--- config.mk ---
export PLATFORM = sky130hd
export DESIGN_NAME = dac_chirp_sched
export DESIGN_NICKNAME = d
export VERILOG_FILES = /design/src/rtl/dac_pkg.sv /design/src/rtl/dac_frame_timer.sv /design/src/rtl/dac_chirp_sched.sv
export SDC_FILE = /design/constraint.sdc
export NUM_CORES = 1
export LEC_CHECK = 0
export CAP_MARGIN = 30
export CORE_UTILIZATION = 59
export DETAILED_ROUTE_END_ITERATION = 8
export PLACE_DENSITY = 0.8
export SLEW_MARGIN = 20
export SYNTH_ARGS = -nofsm -noshare
export SYNTH_HDL_FRONTEND = slang
export SYNTH_SLANG_ARGS = --single-unit
--- constraint.sdc ---
create_clock -name clk10m -period 7.25 [get_ports clk10m]
set_clock_uncertainty 0.15 [all_clocks]
set_input_delay 1.8125 -clock clk10m [delete_from_list [all_inputs] [get_ports clk10m]]
set_output_delay 1.8125 -clock clk10m [all_outputs]
set_load 0.05 [all_outputs]
--- src/rtl/dac_pkg.sv ---
// Shared encodings and default timing for the DAC chirp scheduler.
package dac_pkg;

  localparam int DIV_DEF    = 10;
  localparam int LWIDTH_DEF = 16;

  typedef enum logic [1:0] {
    OP_TRI   = 2'b00,
    OP_SAW   = 2'b01,
    OP_SQR   = 2'b10,
    OP_PULSE = 2'b11
  } opmode_t;

  typedef enum logic [1:0] {
    ST_IDLE = 2'd0,
    ST_ARM  = 2'd1,
    ST_RUN  = 2'd2
  } state_t;

endpackage

--- src/rtl/dac_frame_timer.sv ---
// Free-running frame counter; dce_n is registered so its low cycle lines up with frame_tick.
module dac_frame_timer
  import dac_pkg::*;
#(
  parameter int DIV = DIV_DEF
) (
  input  logic clk10m,
  input  logic rst,
  output logic frame_tick,
  output logic dce_n
);

  localparam int CW = $clog2(DIV);

  logic [CW-1:0] fcnt;

  assign frame_tick = (fcnt == CW'(DIV - 1));

  always_ff @(posedge clk10m or posedge rst) begin
    if (rst) begin
      fcnt  <= '0;
      dce_n <= 1'b1;
    end else begin
      fcnt  <= frame_tick ? '0 : fcnt + CW'(1);
      dce_n <= (fcnt != CW'(DIV - 2));
    end
  end

endmodule

--- src/rtl/dac_chirp_sched.sv ---
// Segment-table chirp scheduler: walks enabled table entries frame by frame and
// presents a coherent opmode/stepsize pair to the DAC on each load edge.
//   state | meaning
//   IDLE  | table writable, waiting for start
//   ARM   | sweep requested, waiting for the first frame boundary
//   RUN   | counting frames of the active segment
module dac_chirp_sched
  import dac_pkg::*;
#(
  parameter int DWIDTH = 8,
  parameter int LWIDTH = LWIDTH_DEF,
  parameter int NSEG   = 4,
  parameter int DIV    = DIV_DEF
) (
  input  logic                    clk10m,
  input  logic                    rst,
  input  logic                    cfg_we,
  input  logic [$clog2(NSEG)-1:0] cfg_addr,
  input  logic [1:0]              cfg_opmode,
  input  logic [DWIDTH-1:0]       cfg_step,
  input  logic [LWIDTH-1:0]       cfg_len,
  output logic                    cfg_err,
  input  logic                    start,
  input  logic                    stop,
  input  logic                    loop,
  output logic                    busy,
  output logic                    done,
  output logic [1:0]              opmode,
  output logic [DWIDTH-1:0]       stepsize,
  output logic                    dce_n,
  output logic                    chirp_n,
  output logic [$clog2(NSEG)-1:0] seg_idx
);

  localparam int AW = $clog2(NSEG);

  state_t              state, state_nx;
  logic                frame_tick;
  logic                stop_pend;
  logic [LWIDTH-1:0]   remaining;

  opmode_t             tbl_op   [NSEG];
  logic [DWIDTH-1:0]   tbl_step [NSEG];
  logic [LWIDTH-1:0]   tbl_len  [NSEG];

  logic                first_vld, next_vld;
  logic [AW-1:0]       first_idx, next_idx;
  logic                load, finish;
  logic [AW-1:0]       load_idx;

  dac_frame_timer #(.DIV(DIV)) u_timer (
    .clk10m     (clk10m),
    .rst        (rst),
    .frame_tick (frame_tick),
    .dce_n      (dce_n)
  );

  // Priority search, scanning downward so the lowest matching index wins.
  always_comb begin
    first_vld = 1'b0;
    first_idx = '0;
    next_vld  = 1'b0;
    next_idx  = '0;
    for (int i = NSEG - 1; i >= 0; i--) begin
      if (tbl_len[i] != '0) begin
        first_vld = 1'b1;
        first_idx = AW'(i);
        if (i > int'(seg_idx)) begin
          next_vld = 1'b1;
          next_idx = AW'(i);
        end
      end
    end
  end

  always_comb begin
    state_nx = state;
    load     = 1'b0;
    load_idx = first_idx;
    finish   = 1'b0;
    case (state)
      ST_IDLE: begin
        if (start && !stop) state_nx = ST_ARM;
      end
      ST_ARM: begin
        if (frame_tick) begin
          if (stop_pend || !first_vld) begin
            finish   = 1'b1;
            state_nx = ST_IDLE;
          end else begin
            load     = 1'b1;
            state_nx = ST_RUN;
          end
        end
      end
      ST_RUN: begin
        if (frame_tick) begin
          if (stop_pend) begin
            finish   = 1'b1;
            state_nx = ST_IDLE;
          end else if (remaining == '0) begin
            if (next_vld) begin
              load     = 1'b1;
              load_idx = next_idx;
            end else if (loop && first_vld) begin
              load = 1'b1;
            end else begin
              finish   = 1'b1;
              state_nx = ST_IDLE;
            end
          end
        end
      end
      default: state_nx = ST_IDLE;
    endcase
  end

  always_ff @(posedge clk10m or posedge rst) begin
    if (rst) begin
      state     <= ST_IDLE;
      stop_pend <= 1'b0;
      remaining <= '0;
      busy      <= 1'b0;
      done      <= 1'b0;
      cfg_err   <= 1'b0;
      opmode    <= OP_TRI;
      stepsize  <= '0;
      seg_idx   <= '0;
      chirp_n   <= 1'b1;
      for (int i = 0; i < NSEG; i++) begin
        tbl_op[i]   <= OP_TRI;
        tbl_step[i] <= '0;
        tbl_len[i]  <= '0;
      end
    end else begin
      state     <= state_nx;
      busy      <= (state_nx != ST_IDLE);
      done      <= finish;
      cfg_err   <= cfg_we && (state != ST_IDLE);
      // A pending stop is dropped once the FSM is back in IDLE.
      stop_pend <= (state_nx != ST_IDLE) && (stop_pend || (stop && state != ST_IDLE));

      if (load) begin
        remaining <= tbl_len[load_idx] - LWIDTH'(1);
        seg_idx   <= load_idx;
        opmode    <= tbl_op[load_idx];
        stepsize  <= tbl_step[load_idx];
        chirp_n   <= 1'b0;
      end else begin
        if (state == ST_RUN && frame_tick && remaining != '0)
          remaining <= remaining - LWIDTH'(1);
        if (frame_tick)
          chirp_n <= 1'b1;
      end

      if (cfg_we && state == ST_IDLE) begin
        tbl_op[cfg_addr]   <= opmode_t'(cfg_opmode);
        tbl_step[cfg_addr] <= cfg_step;
        tbl_len[cfg_addr]  <= cfg_len;
      end
    end
  end

endmodule

Word-level counts from Yosys, hierarchy flattened
Index checks and enable logic that the tools add are counted.

word-level totals
  register bits after elaboration = 144
  output and inout bits = 17

operators by class
  $add $sub $neg = 3
  order comparisons = 6
  eq/ne operators = 4
  muxes and demuxes = 73
  bitwise operators = 2
  reduce and logical (&&, ||, !) cells = 24

operators by type and width
  cell                                                      number
  2-to-1 mux 16 bit                                         5
  nonzero test 16 bit                                       5
  bitwise mux 64 bit                                        1
  2-to-1 mux 2 bit                                          26
  binary-select mux 16 bit (select 2 bit)                   1
  bitwise mux 32 bit                                        1
  demux 16 bit (select 2 bit)                               1
  subtractor 16 x 1 -> 16 bit, second input constant        2
  2-to-1 mux 1 bit                                          26
  2-to-1 mux 8 bit                                          3
  binary-select mux 8 bit (select 2 bit)                    1
  demux 8 bit (select 2 bit)                                1
  logical NOT 16 bit                                        1
  logical AND 1 bit                                         9
  bitwise mux 8 bit                                         1
  nonzero test 2 bit                                        4
  greater-or-equal comparator 3 bit, second input constant  2
  NOT 2 -> 3 bit                                            2
  case mux 2 bit (3 select lines)                           1
  adder 4 x 1 -> 4 bit, second input constant               1
  binary-select mux 2 bit (select 2 bit)                    1
  demux 2 bit (select 2 bit)                                1
  == test 4 bit, second input constant                      1
  greater-than comparator 2 bit, first input constant       2
  10 further kinds                                          13

Depth between registers and ports, before layout
Gate-level depths: netlist of run 1.

  depth after elaboration = 18
  depth in mapped cells = 18
  depth with buffers taken out = 16

Modules after synthesis
From an unflattened synthesis of run 1, not the netlist that was laid out.

second synthesis, totals
  cells, all modules = 610
  area, all modules = 7324.5 um^2

by module, submodules not included
  module           times used  cells an instance  area each (um^2)  seq. area each (um^2)
  dac_chirp_sched  1           591                7111.8            3479.6
  dac_frame_timer  1           19                 212.7             126.4

Least setup slack after synthesis of run 1
No wires, ideal clock.

  path kind = input port to flip-flop
  start = in loop
  end = reg remaining[14]
  data arrival time = 4.537 ns
  slack = 2.426 ns
  cell stages on the path = 16
  cells stage by stage = inv_1 o31ai_1 nand2_1 a21o_1 buf_1 clkbuf_1 buf_1 buf_1 o21a_1 ha_1 o21ai_0 a31oi_2 nand2_1 nor4_2 xor2_1 a21oi_1

between the ends
  longest elaborated chain between the ends = 8
  elaborated cells between the ends (all ways) = 9
  those cells by class = 7 x mux; 2 x reduce/logical

RTL lines
  element                                                         line                    text
  from (decl)                                                     dac_chirp_sched.sv:25   input logic loop,
  logical AND 1 bit (*)                                           dac_chirp_sched.sv:105  end else if (loop && first_vld) begin
  2-to-1 mux 1 bit (*)                                            dac_chirp_sched.sv:105
  2-to-1 mux 1 bit (*)                                            dac_chirp_sched.sv:102  if (next_vld) begin
  2-to-1 mux 1 bit (*)                                            dac_chirp_sched.sv:101  end else if (remaining == '0) begin
  2-to-1 mux 1 bit (*)                                            dac_chirp_sched.sv:98   if (stop_pend) begin
  2-to-1 mux 1 bit (*)                                            dac_chirp_sched.sv:97   if (frame_tick) begin
  case mux 1 bit (2 select lines) (*)                             dac_chirp_sched.sv:81   case (state)
  2-to-1 mux 16 bit / nonzero test 2 bit (equally long branches)  -
  to (signal assigned)                                            dac_chirp_sched.sv:144  remaining <= tbl_len[load_idx] - LWIDTH'(1);
  to (signal assigned)                                            dac_chirp_sched.sv:151  remaining <= remaining - LWIDTH'(1);
  to (decl)                                                       dac_chirp_sched.sv:40   logic [LWIDTH-1:0] remaining;

Mark *: on every way between the ends. The rest lies on a longest branch, timed or not.
A chain may end at the register's enable or synchronous reset.

Worst setup path after layout of run 1
  start = reg tbl_len[37] (netlist name)
  end = reg remaining[14]

between the ends
  longest elaborated chain between the ends = 14
  elaborated cells between the ends (all ways) = 30
  those cells by class = 1 x add/sub; 23 x mux; 1 x bitwise; 5 x reduce/logical

RTL lines
  element                                                line                    text
  from (decl)                                            dac_chirp_sched.sv:44   logic [LWIDTH-1:0] tbl_len [NSEG];
  from (signal, indexed assignment)                      dac_chirp_sched.sv:159  tbl_len[cfg_addr] <= cfg_len;
  nonzero test 16 bit                                    dac_chirp_sched.sv:65   if (tbl_len[i] != '0) begin
  2-to-1 mux 2 bit (2 in series)                         dac_chirp_sched.sv:65
  2-to-1 mux 2 bit                                       dac_chirp_sched.sv:102
  2-to-1 mux 2 bit                                       dac_chirp_sched.sv:101
  2-to-1 mux 2 bit                                       dac_chirp_sched.sv:98
  2-to-1 mux 2 bit                                       dac_chirp_sched.sv:97
  2-to-1 mux 2 bit                                       dac_chirp_sched.sv:81
  NOT 2 -> 3 bit (not written as such)                   dac_chirp_sched.sv:144
  binary-select mux 16 bit (select 2 bit)                dac_chirp_sched.sv:144
  2-to-1 mux 16 bit (not written as such) (2 in series)  dac_chirp_sched.sv:144
  subtractor 16 x 1 -> 16 bit                            dac_chirp_sched.sv:144
  2-to-1 mux 16 bit                                      dac_chirp_sched.sv:143  if (load) begin

Several ways; a longest one is shown, not always the timed one. The select of a mux whose other input is x is not followed.

==> results of run 1 <==
==> routing by layer <==
metal | vias to the layer above | share of wire [%] | global-route usage, %
met5 | - | 0 | 0
met4 | 0 | 2.3 | 10.6
met3 | 40 | 8.1 | 7.99
met2 | 297 | 46 | 45.7
met1 | 2849 | 44 | 41.6
li1 | 2606 | - | -
==> placed cells by master, fill, tap and decap left out, drive strengths merged, types with 2 or more instances in the layout <==
cell type	Yosys	routed
dfrtp	142	142
a21o	3	3
xnor2	9	9
o31ai	3	3
o21ai	48	48
a21boi	4	4
clkbuf	20	19
bufinv	0	2
xor2	10	10
mux2	108	108
inv	11	14
or3	3	3
nand4	5	5
a21oi	16	16
and2	2	2
nor4	24	24
a22o	2	2
clkdlybuf4s50	0	50
nor2b	2	2
o311a	7	7
nand2	124	124
o21a	3	3
and3	7	7
nor3	7	7
or2	3	3
nand4b	2	2
ha	5	5
a31oi	4	4
clkinv	0	7
and4	2	2
dfstp	2	2
buf	13	9
mux2i	22	22
a211oi	6	6
o31a	5	5
nand3	28	28
a311oi	2	2
nor2	30	30
==> state kept, by name (all words and copies together), names as in the netlist, 2 cells and up <==
register / cells
seg_idx: 2
stepsize: 8
tbl_op: 8
remaining: 16
tbl_len: 64
u_timer.fcnt: 4
opmode: 2
tbl_step: 32
state: 2
==> stage by stage <==
stage	setup slack [ps]	total power, mW	instances	utilization [%]	hold slack (ps)
6_report	2240	3.86	921	71.5	344
5_1_grt	1970	4.07	921	71.5	366
4_1_cts	2380	3.84	920	71.3	343
3_5_place_dp	2240	2.96	889	66.5	330
3_3_place_gp	2310	2.89	889	66.5	317
2_1_floorplan	1420	2.53	696	-	312
==> power by group <==
group	internal [mW]	switching (mW)	total [mW]
clock	0.524	0.344	0.868
combinational	0.650	0.818	1.47
sequential	1.19	0.330	1.52
==> critical path: cells and delay by family (launching register included) <==
family | cells | cell delay, ps
AOI/OAI and AO/OA | 6 | 1830
and+or+nand+nor | 5 | 1650
muxes | 2 | 470
DFF | 1 | 410
adders and majority gates | 1 | 180
xor gates and xnor gates | 1 | 180
==> worst paths after layout <==
kind	slack [ps]	depth (start not counted)	to	start
max in group asynchronous	4170	4	tbl_len[32]$_DFFE_PP0P_	rst
worst min register to register	340	2	stepsize[2]$_DFFE_PP0N_	stepsize[2]$_DFFE_PP0N_
min in group asynchronous	1670	2	cfg_err$_DFF_PP0_	rst
worst max register to register	2240	15	remaining[14]$_DFFE_PP0P_	tbl_len[37]$_DFFE_PP0P_
worst min-delay path	340	2	stepsize[2]$_DFFE_PP0N_	stepsize[2]$_DFFE_PP0N_
worst max-delay path	2240	15	remaining[14]$_DFFE_PP0P_	tbl_len[37]$_DFFE_PP0P_
==> layout make-up <==
class	count	share of cell area, %
Sequential cell	144	41.5
Multi-Input combinational cell	508	42.1
Clock inverter	12	1.52
Clock buffer	19	5.21
Timing Repair Buffer	59	6.76
Inverter	11	0.532
Tap cell	168	2.42
==> cell families (layout without fill, tap and decap cells) <==
kind of cell	after synthesis	count (layout)	synth area share (%)
AND/OR/NAND/NOR	243	243	15.9
buffers and inverters	44	101	2.81
multiplexers	130	130	19.4
AO/OA/AOI/OAI	111	111	10.5
XOR/XNOR	19	19	2.23
flip-flops	144	144	48.3
adder cells (fa/ha/maj)	5	5	0.837
==> flow_summary_export.csv, run 1 <==
group,metric,value,unit
logic_synthesis,synth_most_common_cell,"dfrtp_1",
sta,rsz0062_at_grt,"false",
logic_synthesis,yosys_warnings,0,
grt,grt_pass1_vias,5705,
sta,fin_crit_sh,69.1,%
logic_synthesis,yosys.area.top_type,"dfrtp_1",
finish,layout-drive-gt1-share,23.9,%
logic_synthesis,synthCells,696,
finish,nets,780,
clock_network,clkSinkCount,144,
finish,fin_area,8700,um^2
place,port-buffer-count,50,
setup_path,critPathMaxFanout,15,
logic_synthesis,synth_edf_count,0,
setup_path,critPathMostFrequentCell,"a21oi_1",
grt,overflow,0,
finish,antenna_cells,0,
clock_network,clockBufferDepth,2,
route,drtAntennaViolNets,0,
grt,antenna_found_initial,0,
job,cap_violations,0,
sta,fin_crit,5010,ps
place,placed_area,8090,um^2
route,vias_per_cell,6.29,
setup_path,crit_type,"reg -> reg",
clock_network,ctsResizeCount,0,
finish,multi_input_area,3660,um^2
route,wl_per_cell,19.8,um
logic_synthesis,yosys.cell_types.count,65,
logic_synthesis,ys.flop_type,"dfrtp_1",
clock_network,post_cts_buffers,0,
sta,slew_violations,0,
logic_synthesis,synth-seq-area-share,48.3,%
clock_network,htreeDepth,4,
grt,grt_max_degree,83,
die,dieArea,13100,um^2
finish,fillerInstances,867,
power_and_ir_drop,irDropWorstVdd,0.293,mV
logic_synthesis,synth.net_count,735,
power_and_ir_drop,power_density,444,nW/um^2
setup_path,arrival,5160,ps
clock_network,cts_buffers,17,
die,initial_utilization,61.5,%
logic_synthesis,synth_top_area_share,47.5,%
sta,hold_viol,0,
sta,worst_pin_slew,975,ps
clock_network,cts_hold_buf,0,
clock_network,path_clk_slew,60,ps
grt,grt_pass1_wl,29.6,mm
route,firstDrtPassIters,6,
setup_path,crit_required,7400,ps
power_and_ir_drop,p_leak,3.67,nW
route,drc_errors,0,
sta,setup_violations,0,
setup_path,start_kind,"flip-flop",
die,core-area,12200,um^2
logic_synthesis,synthArstFlopShare,100,%
sta,slew_headroom,35.0,%
route,vias,5792,
logic_synthesis,syn_avg_cell_area,10.7,um^2
logic_synthesis,synth_common_cells,"dfrtp_1, nand2_1, mux2_2",
grt,gr-usage-all-layers,30.0,%
finish,seq_area,3610,um^2
outcome,status,"finished, final reports clean",
logic_synthesis,syn_area,7470,um^2
die,die_width,115,um
finish,syn2layout_area_growth,16.4,%
clock_network,insertion_delay,430,ps
route,detail_route.wirelength,18.2,mm
clock_network,cts_root_buf,"clkbuf_16",
min_path,min_path_type,"reg -> reg",
setup_path,endpoint_kind,"flip-flop",
die,num_rows,40,
place,dpl.hpwl,12.1,mm
logic_synthesis,yosys-top-cells-area,"dfrtp_1, mux2_2, nand2_1, o21ai_0, mux2i_1",
place,place.gp.congestion,0.934,
sta,max_freq,0.200,GHz
setup_path,path_cells,"nor4_1, nand4_2, a22o_1, a21oi_1, nor2_2, mux2i_1, mux2_2, o21a_1, ha_1, o21ai_0, a31oi_2, nand2_1, nor4_2, xor2_1, a21oi_1",
die,num_io_pins,51,
die,die_h,115,um
route,drtIter0Drc,635,
clock_network,cts_tree,"built",
setup_path,cp_slowest_cell,"a21oi_1",
logic_synthesis,synth-seq-cells,144,
sta,setup_tns,0,ps
setup_path,slowest_delay,780,ps
Power figures use the tool's default switching activity.
==> run 2, diff against run 1 <==
--- a/config.mk
+++ b/config.mk
@@ -6,9 +6,9 @@
 export NUM_CORES = 1
 export LEC_CHECK = 0
 export CAP_MARGIN = 30
-export CORE_UTILIZATION = 59
+export CORE_UTILIZATION = 54
 export DETAILED_ROUTE_END_ITERATION = 8
-export PLACE_DENSITY = 0.8
+export PLACE_DENSITY = 0.77
 export SLEW_MARGIN = 20
 export SYNTH_ARGS = -nofsm -noshare
 export SYNTH_HDL_FRONTEND = slang
==> constraint.sdc (replaced) <==
create_clock -name clk10m -period 4.15 [get_ports clk10m]
set_clock_uncertainty 0.15 [all_clocks]
set_input_delay 1.0375 -clock clk10m [delete_from_list [all_inputs] [get_ports clk10m]]
set_output_delay 1.0375 -clock clk10m [all_outputs]
set_load 0.05 [all_outputs]
==> run 2 against run 1 <==
Effect of this change: sequential share of layout area decreased by 1.3 points; non-clock buffer count is 16 higher; via count is 0.28% lower; count of clock-buffer cells in the layout increased by 1; combinational power is 82% higher; largest cell class unchanged.
==> flow_summary_export.csv, run 2 (synthesis results as in run 1) <==
group,metric,value,unit
min_path,min_from,"stepsize[7]$_DFFE_PP0N_",
sta,setup_violations,0,
setup_path,crit_required,4320,ps
grt,gr-usage-all-layers,28.5,%
grt,met1_usage,39.0,%
finish,reg_top3,"tbl_len x64, tbl_step x32, remaining x16",
grt,grt_max_degree,145,
grt,grt_pass1_vias,5782,
die,initial_utilization,56.0,%
route,firstDrtPassIters,6,
power_and_ir_drop,power_density,797,nW/um^2
grt,grt_busiest_layer,"met2",
die,num_rows,42,
setup_path,r2r-start,"tbl_len[59]$_DFFE_PP0P_",
sta,hold_viol,0,
finish,fillerInstances,1038,
setup_path,endpoint_kind,"flip-flop",
grt,overflow,0,
place,place.gp.congestion,0.898,
job,cap_violations,0,
clock_network,cts_buffers,17,
route,drtIter0Drc,517,
clock_network,insertion_delay,440,ps
finish,top_register,"tbl_len",
clock_network,clockBufferDepth,2,
die,core-area,13300,um^2
finish,layout_common_cells,"dfrtp_1, nand2_1, mux2_2",
finish,nets,796,
finish,antenna_cells,0,
grt,use_met2,44.1,%
sta,slew_violations,0,
min_path,min_path_type,"reg -> reg",
setup_path,critPathMaxFanout,13,
finish,post-route-util,67.3,%
setup_path,timing.rr.end,"remaining[13]$_DFFE_PP0P_",
sta,rsz0062_at_grt,"true",
finish,fin_area,8990,um^2
clock_network,clkSinkCount,144,
route,detail_route.wirelength,19.1,mm
grt,use_met3,6.99,%
grt,grt_pass1_wl,30.7,mm
die,die_width,120,um
sta,max_freq,0.248,GHz
setup_path,reg2reg_slack,110,ps
sta,fin_crit,4040,ps
route,vias_per_cell,6.11,
place,dp.cells,912,
die,dieArea,14300,um^2
finish,final_common_cell,"dfrtp_1",
clock_network,cts_hold_buf,0,
setup_path,start_kind,"flip-flop",
route,wl_per_cell,20.2,um
grt,antenna_found_initial,0,
sta,worst_pin_slew,765,ps
place,port-buffer-count,50,
sta,fin_crit_sh,97.3,%
die,num_io_pins,51,
power_and_ir_drop,irDropWorstVdd,0.581,mV
min_path,hold_depth,2,
sta,slew_headroom,49.0,%
route,drc_errors,0,
route,vias,5776,
clock_network,cts_tree,"built",
finish,stdcell_count,946,
place,placed_area,8220,um^2
outcome,status,"finished, final reports clean",
route,drtAntennaViolNets,0,
finish,syn2layout_area_growth,20.3,%
power_and_ir_drop,p_leak,3.78,nW
finish,largest_reg_flops,64,
setup_path,arrival,4210,ps
power_and_ir_drop,power.total,7.16,mW
finish,layout-drive-gt1-share,26.4,%
clock_network,path_clk_slew,60,ps
setup_path,crit_type,"reg -> reg",
min_path,worst_hold_path.endpoint,"stepsize[7]$_DFFE_PP0N_",
clock_network,cts_root_buf,"clkbuf_16",
clock_network,htreeDepth,4,
die,die_h,120,um
setup_path,reg2reg_depth,12,
place,dpl.hpwl,13.1,mm
run 2: cell types whose count changed in the layout (fill, tap and decap cells not counted), moves of 2 or more:
cell / delta
buf_4: +15
clkinvlp_4: +5
bufinv_16: +4
clkinv_2: -4
clkinv_4: -3
inv_6: -2
nor4_1: -2
run 2: repair_timing:
item / CTS / global route
buffers inserted: 0 / 2
resized for setup: 0 / 13
endpoints found under the setup margin: 0 / 10
run 2: where the power goes:
group	internal (mW)	total (mW)	leakage (nW)	switching, mW
Clock	1.18	1.79	0.326	0.611
Sequential	2.08	2.69	1.72	0.603
Combinational	1.20	2.68	1.74	1.48
Total	4.47	7.16	3.78	2.69
run 2: layer usage:
layer / share of wire, % / wire, um
met5: 0 / 0
met2: 47 / 8900
met1: 44 / 8410
met4: 2.1 / 406
met3: 7.3 / 1390
run 2: layout make-up:
| type | instances | area [um^2] | area share [%] |
|---|---|---|---|
| Clock buffer | 20 | 467 | 5.19 |
| Clock inverter | 12 | 228 | 2.53 |
| Inverter | 11 | 45.0 | 0.501 |
| Multi-Input combinational cell | 508 | 3720 | 41.4 |
| Sequential cell | 144 | 3610 | 40.1 |
| Tap cell | 176 | 220 | 2.45 |
| Timing Repair Buffer | 75 | 704 | 7.84 |
run 2: worst max-delay path, cell delays in order (launching register included):
cell	delay (ps)
dfrtp_1	440
nor4_1	500
nand4_1	300
a211oi_2	330
mux2_4	250
nand2_2	90
buf_4	200
o311a_1	320
o31a_1	330
a211o_1	360
nor4_2	370
xnor2_1	170
mux2i_1	90
run 2: worst max path at each step:
stage                                    startpoint                        end
after floorplan             tbl_len[37]$_DFFE_PP0P_  remaining[14]$_DFFE_PP0P_
after global placement      tbl_len[55]$_DFFE_PP0P_  remaining[14]$_DFFE_PP0P_
after detailed placement    tbl_len[59]$_DFFE_PP0P_  remaining[13]$_DFFE_PP0P_
after CTS                   tbl_len[59]$_DFFE_PP0P_  remaining[13]$_DFFE_PP0P_
after global routing      u_timer.fcnt[2]$_DFF_PP0_  remaining[14]$_DFFE_PP0P_
final                       tbl_len[59]$_DFFE_PP0P_  remaining[13]$_DFFE_PP0P_
run 2: metrics by stage:
| stage | hold slack, ps | setup TNS [ps] | setup WS [ps] |
|---|---|---|---|
| 5_1_grt | 366 | -108 | -41.8 |
| 3_5_place_dp | 323 | 0 | 124 |
| 6_report | 329 | 0 | 112 |
| 2_1_floorplan | 312 | 0 | 36.5 |
| 3_3_place_gp | 315 | 0 | 181 |
| 4_1_cts | 336 | 0 | 105 |
